$ cat src/rtl/rv32i_pkg.sv
// Shared types and constants for the unified instruction/data memory port.
package rv32i_pkg;

  localparam int XLEN = 32;
  localparam logic [3:0] FETCH_MASK = 4'b1111;

  typedef enum logic [1:0] {
    IDLE   = 2'd0,
    BUSY_I = 2'd1,
    BUSY_D = 2'd2
  } arb_state_e;

  typedef struct packed {
    logic            we_re;
    logic [3:0]      mask;
    logic [XLEN-1:0] addr;
    logic [XLEN-1:0] wdata;
  } mem_req_t;

endpackage

$ cat src/rtl/arb_timeout_counter.sv
// Saturating busy-cycle counter; tc_o flags the last cycle before a timeout.
module arb_timeout_counter #(
  parameter int TIMEOUT = 255
) (
  input  logic clk,
  input  logic rst,
  input  logic clr_i,
  input  logic en_i,
  output logic tc_o
);

  localparam int CntW = $clog2(TIMEOUT + 1);
  localparam logic [CntW-1:0] TcVal  = CntW'(TIMEOUT - 1);
  localparam logic [CntW-1:0] SatVal = CntW'(TIMEOUT);

  logic [CntW-1:0] cnt_q, cnt_d;

  always_comb begin
    cnt_d = cnt_q;
    if (clr_i) begin
      cnt_d = '0;
    end else if (en_i && (cnt_q != SatVal)) begin
      cnt_d = cnt_q + CntW'(1);
    end
  end

  always_ff @(posedge clk) begin
    if (rst) begin
      cnt_q <= '0;
    end else begin
      cnt_q <= cnt_d;
    end
  end

  assign tc_o = (cnt_q == TcVal);

endmodule

$ cat src/rtl/mem_arbiter.sv
// Arbitrates one memory port between fetch and load/store, one access in flight,
// round-robin under contention, with a timeout error response.
module mem_arbiter
  import rv32i_pkg::*;
#(
  parameter int DataWidth = 32,
  parameter int TIMEOUT   = 255
) (
  input  logic                 clk,
  input  logic                 rst,
  input  logic                 if_req,
  input  logic [DataWidth-1:0] if_addr,
  output logic                 if_gnt,
  output logic                 if_valid,
  output logic                 if_err,
  output logic [DataWidth-1:0] if_rdata,
  input  logic                 d_req,
  input  logic                 d_we_re,
  input  logic [3:0]           d_mask,
  input  logic [DataWidth-1:0] d_addr,
  input  logic [DataWidth-1:0] d_wdata,
  output logic                 d_gnt,
  output logic                 d_valid,
  output logic                 d_err,
  output logic [DataWidth-1:0] d_rdata,
  output logic                 mem_request,
  output logic                 mem_we_re,
  output logic [3:0]           mem_mask,
  output logic [DataWidth-1:0] mem_addr,
  output logic [DataWidth-1:0] mem_wdata,
  input  logic                 mem_valid,
  input  logic [DataWidth-1:0] mem_rdata
);

  arb_state_e state_q, state_d;
  logic last_d_q, last_d_d;
  mem_req_t req_q, req_d, req_sel;
  logic mem_request_q, mem_request_d;
  logic if_gnt_q, if_gnt_d, d_gnt_q, d_gnt_d;
  logic if_valid_q, if_valid_d, d_valid_q, d_valid_d;
  logic if_err_q, if_err_d, d_err_q, d_err_d;
  logic [DataWidth-1:0] if_rdata_q, if_rdata_d, d_rdata_q, d_rdata_d;
  logic pick_d, cnt_clr, cnt_en, cnt_tc;

  // On a tie the requester that was not served last wins.
  assign pick_d = d_req && (!if_req || !last_d_q);

  always_comb begin
    if (pick_d) begin
      req_sel.we_re = d_we_re;
      req_sel.mask  = d_mask;
      req_sel.addr  = d_addr;
      req_sel.wdata = d_wdata;
    end else begin
      req_sel.we_re = 1'b0;
      req_sel.mask  = FETCH_MASK;
      req_sel.addr  = if_addr;
      req_sel.wdata = '0;
    end
  end

  always_comb begin
    state_d       = state_q;
    last_d_d      = last_d_q;
    req_d         = req_q;
    mem_request_d = mem_request_q;
    if_gnt_d      = 1'b0;
    d_gnt_d       = 1'b0;
    if_valid_d    = 1'b0;
    d_valid_d     = 1'b0;
    if_err_d      = 1'b0;
    d_err_d       = 1'b0;
    if_rdata_d    = if_rdata_q;
    d_rdata_d     = d_rdata_q;
    cnt_clr       = 1'b0;
    cnt_en        = 1'b0;
    case (state_q)
      IDLE: begin
        if (if_req || d_req) begin
          state_d       = pick_d ? BUSY_D : BUSY_I;
          last_d_d      = pick_d;
          req_d         = req_sel;
          mem_request_d = 1'b1;
          if_gnt_d      = !pick_d;
          d_gnt_d       = pick_d;
          cnt_clr       = 1'b1;
        end
      end
      BUSY_I, BUSY_D: begin
        // A response arriving on the terminal cycle still counts as success.
        if (mem_valid || cnt_tc) begin
          state_d       = IDLE;
          mem_request_d = 1'b0;
          if (state_q == BUSY_D) begin
            d_valid_d = 1'b1;
            d_err_d   = !mem_valid;
            d_rdata_d = mem_valid ? mem_rdata : '0;
          end else begin
            if_valid_d = 1'b1;
            if_err_d   = !mem_valid;
            if_rdata_d = mem_valid ? mem_rdata : '0;
          end
        end else begin
          cnt_en = 1'b1;
        end
      end
      default: begin
        state_d       = IDLE;
        mem_request_d = 1'b0;
      end
    endcase
  end

  always_ff @(posedge clk) begin
    if (rst) begin
      state_q       <= IDLE;
      last_d_q      <= 1'b1;
      req_q         <= '0;
      mem_request_q <= 1'b0;
      if_gnt_q      <= 1'b0;
      d_gnt_q       <= 1'b0;
      if_valid_q    <= 1'b0;
      d_valid_q     <= 1'b0;
      if_err_q      <= 1'b0;
      d_err_q       <= 1'b0;
      if_rdata_q    <= '0;
      d_rdata_q     <= '0;
    end else begin
      state_q       <= state_d;
      last_d_q      <= last_d_d;
      req_q         <= req_d;
      mem_request_q <= mem_request_d;
      if_gnt_q      <= if_gnt_d;
      d_gnt_q       <= d_gnt_d;
      if_valid_q    <= if_valid_d;
      d_valid_q     <= d_valid_d;
      if_err_q      <= if_err_d;
      d_err_q       <= d_err_d;
      if_rdata_q    <= if_rdata_d;
      d_rdata_q     <= d_rdata_d;
    end
  end

  arb_timeout_counter #(.TIMEOUT(TIMEOUT)) u_timeout (
    .clk   (clk),
    .rst   (rst),
    .clr_i (cnt_clr),
    .en_i  (cnt_en),
    .tc_o  (cnt_tc)
  );

  assign if_gnt      = if_gnt_q;
  assign if_valid    = if_valid_q;
  assign if_err      = if_err_q;
  assign if_rdata    = if_rdata_q;
  assign d_gnt       = d_gnt_q;
  assign d_valid     = d_valid_q;
  assign d_err       = d_err_q;
  assign d_rdata     = d_rdata_q;
  assign mem_request = mem_request_q;
  assign mem_we_re   = req_q.we_re;
  assign mem_mask    = req_q.mask;
  assign mem_addr    = req_q.addr;
  assign mem_wdata   = req_q.wdata;

endmodule
$ cat config.mk
export PLATFORM = sky130hd
export DESIGN_NAME = mem_arbiter
export DESIGN_NICKNAME = d
export VERILOG_FILES = /design/src/rtl/rv32i_pkg.sv /design/src/rtl/arb_timeout_counter.sv /design/src/rtl/mem_arbiter.sv
export SDC_FILE = /design/constraint.sdc
export NUM_CORES = 1
export LEC_CHECK = 0
export BUFFER_PORTS_ARGS = -buffer_cell sky130_fd_sc_hd__buf_2
export CAP_MARGIN = 40
export CORE_UTILIZATION = 49
export DETAILED_ROUTE_END_ITERATION = 8
export GPL_TIMING_DRIVEN = 0
export PLACE_DENSITY_LB_ADDON = 0.08
export SLEW_MARGIN = 25
export SYNTH_ARGS = -nofsm -noshare
export SYNTH_HDL_FRONTEND = slang
export SYNTH_SLANG_ARGS = --single-unit
$ cat constraint.sdc
create_clock -name clk -period 2.3 [get_ports clk]
set_input_delay 0.46 -clock clk [delete_from_list [all_inputs] [get_ports clk]]
set_output_delay 0.46 -clock clk [all_outputs]
set_load 0.01 [all_outputs]
======== After elaboration in Yosys (flattened, before gate mapping) ========
Index checks and enable logic that the tools add are counted.
W data, S select, Z words.
storage, ports and cells
  register bits after elaboration ......... 151
  input bits .............................. 138
  output and inout bits ................... 140
  logic and storage cells ................. 63
cells by class
  add/subtract/negate cells ............... 1
  eq/ne operators ......................... 6
  mux-type cells .......................... 15
  bitwise gates (word level) .............. 5
  reduce and logical (&&, ||, !) cells .... 20
operators by type and width
  kind                   number
  $mux W69               1
  $mux W32               1
  $add A8 B1 Y8 const B  1
  $eq A8 B8 Y1 const B   1
  $mux W1                8
  $ne A8 B8 Y1 const B   1
  $reduce_or A4 Y1       2
  $mux W2                3
  $reduce_and A3 Y1      2
  $reduce_or A3 Y1       2
  $not A1 Y1             5
  $logic_not A1 Y1       4
  $ne A2 B2 Y1 const B   2
  $pmux W2 S2            1
  $reduce_and A2 Y1      2
  $reduce_or A2 Y1       2
  $logic_or A1 B1 Y1     3
  $eq A2 B1 Y1 const B   1
  $eq A2 B2 Y1 const B   1
  $logic_and A1 B1 Y1    2
  $logic_not A2 Y1       1
  $pmux W1 S2            1

======== Logic depth before layout (Yosys ltp) ========
Gate-level depths: netlist (run 1).
  word-level depth ........................ 6
  mapped depth ............................ 8
  gate-level depth less buffers ........... 6

======== Hierarchy ========
Synthesis (run 1) repeated with hierarchy kept, for this count alone.
second synthesis, totals
  cell total of the unflattened synthesis .. 618
  area total of the unflattened synthesis .. 6038.3 um^2
modules (own cells, without submodules)
  module               instances  cells each  area an instance (um^2)  seq. area each (um^2)
  mem_arbiter          1          567         5589.1                   2862.7
  arb_timeout_counter  1          51          449.2                    160.2

======== Least setup slack after synthesis (run 1) ========
No wires, ideal clock.
  path type ............................... flip-flop to flip-flop
  from .................................... register state_q[1]
  to ...................................... register state_q[0]
  setup time .............................. 59 ps
  arrival ................................. 1492 ps
  required time ........................... 2241 ps
  slack ................................... 750 ps
  stages on the path, launching flop included .. 7
  buffers on the path ..................... 0
  clock period less this slack ............ 1550 ps
  path through ............................ dfxtp_1 inv_1 ha_1 nor2b_2 a21bo_2 o21ai_0 a22o_1
between the ends
  longest elaborated chain between the ends .. 4
  elaborated cells between the ends (all ways) .. 8
  those cells by class .................... eq/ne (4); mux (1); reduce/logical (3)
RTL lines
  item                                                 line                source
  from (decl)                                          mem_arbiter.sv:35   arb_state_e state_q, state_d;
  from (signal assigned)                               mem_arbiter.sv:129  state_q <= state_d;
  $eq A2 B2 Y1 / $eq A2 B1 Y1 (equally long branches)  mem_arbiter.sv:77   case (state_q)
  $reduce_or A2 Y1                                     mem_arbiter.sv:77
  $ne A2 B2 Y1 (no line)                               n/a
  $reduce_and A2 Y1 (no line)                          n/a
Parallel ways exist; a longest one is shown, timed or not.
A chain may end at the register's enable or synchronous reset.

======== Final worst setup path (run 1) ========
  from .................................... register state_q[1]
  to ...................................... register if_rdata_q[12], in the netlist if_rdata[12]
between the ends
  longest elaborated chain between the ends .. 3
  elaborated cells between the ends (all ways) .. 5
  those cells by class .................... eq/ne (2); bitwise (1); reduce/logical (2)
RTL lines
  item                                                   line                                  source
  $eq A2 B2 Y1 / $eq A2 B1 Y1 (equally long branches)    mem_arbiter.sv:77, mem_arbiter.sv:94
  $reduce_or A2 Y1 / $not A1 Y1 (equally long branches)  n/a
  $reduce_and A3 Y1 (no line) (*)                        n/a
  to (signal assigned)                                   mem_arbiter.sv:139                    if_rdata_q <= if_rdata_d;
  to (decl)                                              mem_arbiter.sv:42                     logic [DataWidth-1:0] if_rdata_q, if_rdata_d, d_rdata_q, d_rdata_d;
Mark *: on every way between the ends. The rest lies on a longest branch, timed or not.

==> results of run 1 <==
## path summary, 6_finish.rpt
kind	startpoint	to	slack, ns	cells after the start
worst min register to register	d_rdata[13]	d_rdata[13]	0.47	2
worst max-delay path	state_q[1]	if_rdata[12]	0.39	7
worst min-delay path	d_wdata[8]	mem_wdata[8]	0.25	2
worst max register to register	state_q[1]	if_rdata[12]	0.39	7
## registers in the layout, indices dropped and copies added (netlist names)
register and count:
state_q 2, u_timeout.cnt_q 8, if_gnt 1, d_rdata 32
d_gnt 1, if_rdata 32, mem_we_re 1, d_valid 1
mem_addr 32, mem_wdata 32, last_d_q 1, if_err 1
if_valid 1, mem_request 1, d_err 1, mem_mask 4
## worst register-to-register path, delay by kind of cell (launching register included)
kind	cells	cell delay (ns)
AO/OA/AOI/OAI	1	0.15
buffers and inverters	2	0.35
adder cells (fa/ha/maj)	1	0.33
AND/OR/NAND/NOR	3	0.61
flip-flops	1	0.38
## cell type report
type,count,area share [%]
Clock buffer,24,6.24
Inverter,8,0.381
Timing Repair Buffer,277,17.6
Sequential cell,151,38.3
Clock inverter,8,1.51
Multi-Input combinational cell,397,29.9
Buffer,51,3.76
Tap cell,143,2.27
## layer usage
layer | vias up | share of wire [%] | GRT usage (%)
met2 | 246 | 50 | 44.5
li1 | 2737 | - | -
met5 | - | 0 | 0
met1 | 2535 | 40 | 30.2
met3 | 40 | 7.2 | 6.88
met4 | 0 | 2.7 | 11.5
## power groups by stage
stage,sequential (W),combinational (W),clock (W)
floorplan,0.00313,0.000643,0
global placement,0.00302,0.00127,0
detailed placement,0.00303,0.00130,0
CTS,0.00298,0.00131,0.00288
global route,0.00301,0.00144,0.00301
finish,0.00298,0.00130,0.00284
## metrics by stage
stage | utilization [%] | total power (W) | setup WS [ns]
3_5_place_dp | 64.0 | 0.00433 | 0.430
6_report | 69.3 | 0.00712 | 0.392
3_3_place_gp | 64.0 | 0.00429 | 0.489
5_1_grt | 69.3 | 0.00745 | 0.225
4_1_cts | 69.3 | 0.00717 | 0.393
2_1_floorplan | - | 0.00378 | 0.750
## logic make-up after synthesis
family | Yosys count | share of synthesized area (%)
simple gates | 144 | 10.7
fa+ha+maj | 5 | 1.10
xor+xnor | 5 | 0.767
compound gates | 210 | 22.9
buf+inv | 59 | 5.72
flops | 151 | 53.0
mux | 33 | 5.79
## placed cells by master, fill, tap and decap left out, types with 2 or more instances in the layout
cell and n:
nand3_1 2, a211oi_1 33, a21oi_1 65, mux2i_1 33
o21ai_1 13, clkbuf_8 4, xor2_1 4, inv_1 8
o21ai_0 53, buf_2 292, nor2_1 52, buf_6 9
bufinv_16 3, nor3_1 7, nor2_4 2, buf_4 5
dfxtp_1 151, clkbuf_1 23, o211ai_1 2, nand4_1 2
ha_1 5, nand2_1 68, a22o_1 35, buf_1 2
clkinv_2 4, clkbuf_16 17
==> results.cfg, run 1 <==
[run_status]
status = finished, final reports clean

[setup_path]
crit_path_max_fanout = 10
required_ns = 2.63
crit_buf_inv = 2
path_delay_family = simple AND/OR/NAND/NOR gates
crit_path_start_kind = flip-flop
crit_type = flip-flop to flip-flop
cp_slowest_cell = dfxtp_1
endpoint_kind = flip-flop
path_cells = inv_1, ha_1, nand2b_1, nor2_1, buf_2, nand2_1, a21oi_1
crit_arrival_ns = 2.24
cp_slowest_stage_delay_ns = 0.38

[finish]
design_area_um2 = 7880
seq_area_um2 = 3020
syn_to_final_growth_pct = 38.1
final_cells = 1059
nNetsFinal = 1046
multi_input_area_um2 = 2360
drive_gt1_share_pct = 37.2
num-fill-cells = 942
antenna_cells = 0

[floorplan]
initial_utilization_pct = 50.2
num_rows = 39
die_h_um = 110
core-area_um2 = 11400
ioPinCount = 278
dieWidth_um = 110
die_area_um2 = 12100

[route]
post_drt_wl_per_cell_um = 14.9
drt_first_pass_iters = 5
dr_total_vias = 5558
wl_mm = 15.8
drtIter0Drc = 329
antenna_left = 0
via_per_inst = 5.25
remaining_drc_errors = 0

[cts]
holdBufCountCts = 0
cts_max_path_buffers = 2
cts_sinks = 151
cts-resized-gates = 0
numCtsBuffers = 17
htreeDepth = 4
postCtsSetupBuffers = 0
insertion_delay_ns = 0.41
cts_tree = built
clk_pin_slew_ns = 0.06
clock-root-buffer = clkbuf_16

[logic_synthesis]
synth_cell_types = 43
synth_area_leaders = dfxtp_1 53%, mux2i_1 5.8%, a21oi_1 5.7%, a22o_1 5.4%, o21ai_0 4.6%
yosysTopAreaCellShare_pct = 53.0
syn-num-nets = 750
ys_top_cells_by_count = 151 x dfxtp_1, 68 x nand2_1, 65 x a21oi_1
yosysSeqAreaShare_pct = 53.0
synthesis.area_per_instance_um2 = 9.40
ys.flop_type = dfxtp_1
post-synth-top-count-cell = dfxtp_1
ys_warn_count = 0
syn_inst = 607
yosysTopAreaCell = dfxtp_1
ys_ff_latch = 151
synth_area_um2 = 5710
async_reset_ff_share_pct = 0
synth_edf_count = 0

[sta]
fin_crit_ns = 1.91
post-route-period-util_pct = 83.0
rsz0062_at_grt = false
whs_ns = 0.254
hold_viol = 0
setup_viol = 0
fmax_mhz = 524
tightestPinTransition_ns = 0.515
setup_tns_ns = 0
relSlewSlack_pct = 65.7
maxSlewViolCount = 0
clock_skew_ns = 0.00723

[global_routing]
grt_first_pass_wirelength_mm = 23.9
grt_max_degree = 17
overflow = 0
antenna_found_initial = 0
first_global_vias = 5075
grt_usage_pct = 25.9

[power]
p_seq_share_pct = 41.8
p_sw_w = 0.00191
swShare_pct = 26.9
leakagePower_nw = 3.69
p_comb_share_pct = 18.3
p_clk_share_pct = 39.9
intPower_w = 0.00521
vdd_ir_drop_max_uv = 534
power.density_nw_per_um2 = 903

[placed_design]
hpwl_mm = 12.1
place_inst = 1027
dpl_cell_area_um2 = 7270
gp_congestion = 0.810
portBuffers = 277

[min_path]
hold_class = primary input to flip-flop

[run]
maxCapViolations = 0
Note: power is estimated with default switching activity, not from simulation.
==> run 2: changes to the inputs <==
- CORE_UTILIZATION: 49 -> 46
- clock period: 2.3 -> 1.95 ns (I/O delays scaled with it)
==> run 2 against run 1 <==
  * Global-route usage fell by 1.3 points
  * Combinational power rose by 18%
  * Routed wire length fell by 0.49%
  * Critical path depth fell by 1
  * Critical path type unchanged
==> results.cfg, run 2 (synthesized netlist as in run 1, its figures left out) <==
[run_status]
status = finished, final reports clean

[finish]
final_cells = 1084
drive_gt1_share_pct = 37.7
layout_common_cells = 292 x buf_2, 151 x dfxtp_1, 68 x nand2_1, 65 x a21oi_1, 53 x o21ai_0
seq_area_um2 = 3020
syn_to_final_growth_pct = 38.1
antenna_cells = 0
final_common_cell = buf_2
design_area_um2 = 7890
nNetsFinal = 1046
num-fill-cells = 1008
post-route-util_pct = 65.4
multi_input_area_um2 = 2370

[global_routing]
grt_max_degree = 17
grt_usage_pct = 24.7
first_global_vias = 5323
overflow = 0
antenna_found_initial = 0
grt_first_pass_wirelength_mm = 25.1

[floorplan]
dieWidth_um = 113
initial_utilization_pct = 47.3
core-area_um2 = 12100
die_area_um2 = 12900
die_h_um = 113
ioPinCount = 278
num_rows = 40

[power]
finalPower_w = 0.00819
p_seq_share_pct = 42.9
p_clk_share_pct = 38.3
intPower_w = 0.00595
leakagePower_nw = 3.67
p_sw_w = 0.00225
power.density_nw_per_um2 = 1040
swShare_pct = 27.4
vdd_ir_drop_max_uv = 561
p_comb_share_pct = 18.8

[cts]
numCtsBuffers = 17
htreeDepth = 4
clk_pin_slew_ns = 0.06
holdBufCountCts = 0
cts_tree = built
cts_sinks = 151
postCtsSetupBuffers = 0
cts_max_path_buffers = 2
insertion_delay_ns = 0.41
clock-root-buffer = clkbuf_16

[route]
drtIter0Drc = 276
via_per_inst = 5.14
antenna_left = 0
drt_first_pass_iters = 5
met3_length_mm = 1.02
post_drt_wl_per_cell_um = 14.5
drt-met1-wl_mm = 6.52
dr_total_vias = 5572
wl_mm = 15.7
routed.top_layer = met4
remaining_drc_errors = 0
wl_met2_mm = 7.94

[placed_design]
portBuffers = 277
hpwl_mm = 11.8
gp_congestion = 0.833
place_inst = 1052
dpl_cell_area_um2 = 7300

[sta]
fin_crit_ns = 1.79
rsz0062_at_grt = false
tightestPinTransition_ns = 0.517
fmax_mhz = 559
clock_skew_ns = 0.00777
relSlewSlack_pct = 65.5
setup_tns_ns = 0
setup_viol = 0
hold_viol = 0
maxSlewViolCount = 0
post-route-period-util_pct = 91.8

[setup_path]
crit_path_start_kind = flip-flop
endpoint_kind = flip-flop
cp_slowest_cell = dfxtp_1
crit_arrival_ns = 2.14
crit_type = flip-flop to flip-flop
cp_slowest_stage_delay_ns = 0.37
path_cells = inv_1, ha_1, nor2b_2, a21bo_2, o21ai_0, a22o_1
required_ns = 2.30
crit_path_max_fanout = 6

[min_path]
hold_class = primary input to flip-flop

[run]
maxCapViolations = 0
run 2: changes by cell type in the layout (fill, tap and decap cells not counted), sizes merged:
cell	previous run	this run
clkinvlp	0	2
clkbuf	44	43
bufinv	3	2
run 2: path summary, 6_finish.rpt:
path / startpoint / endpoint / slack [ns] / cells after the start
setup / recovery: state_q[1] / state_q[1] / 0.16 / 6
hold / removal: d_wdata[26] / mem_wdata[26] / 0.19 / 2
setup reg to reg: state_q[1] / state_q[1] / 0.16 / 6
hold reg to reg: d_rdata[17] / d_rdata[17] / 0.47 / 2
run 2: final cells by class:
class	instances	area share, %
Timing Repair Buffer	277	17.6
Clock inverter	9	1.27
Sequential cell	151	38.3
Buffer	51	3.82
Tap cell	168	2.67
Multi-Input combinational cell	397	30.0
Clock buffer	23	5.93
Inverter	8	0.381
run 2: metal layers:
metal / vias up / GRT usage, %
met5: - / 0
met4: 0 / 9.56
met3: 23 / 7.12
met2: 227 / 42.2
met1: 2586 / 29.3
li1: 2736 / -
run 2: stage by stage:
step,setup slack [ns],hold WS (ns)
floorplan,0.400,0.440
global placement,0.110,0.452
detailed placement,0.0181,0.460
CTS,0.00865,0.170
global route,0.0163,0.173
finish,0.160,0.187
run 2: what timing repair did:
item	in CTS	in global routing
gates resized for setup	0	10
endpoints found under the setup margin	0	40
hold endpoints to repair	0	0
run 2: critical path, delay by kind of cell, from the launching register on:
family                     cells  cell delay (ns)
AOI/OAI and AO/OA              3             0.69
DFF                            1             0.37
adders and majority gates      1             0.34
and+or+nand+nor                1             0.28
buffers and inverters          1             0.06
run 2: power by group through the flow:
stage	Clock [W]	Sequential, W	Combinational [W]
after floorplan	0	0.00370	0.000759
after global placement	0	0.00357	0.00149
after detailed placement	0	0.00357	0.00153
after CTS	0.00320	0.00351	0.00153
after global routing	0.00334	0.00355	0.00170
final	0.00314	0.00351	0.00154
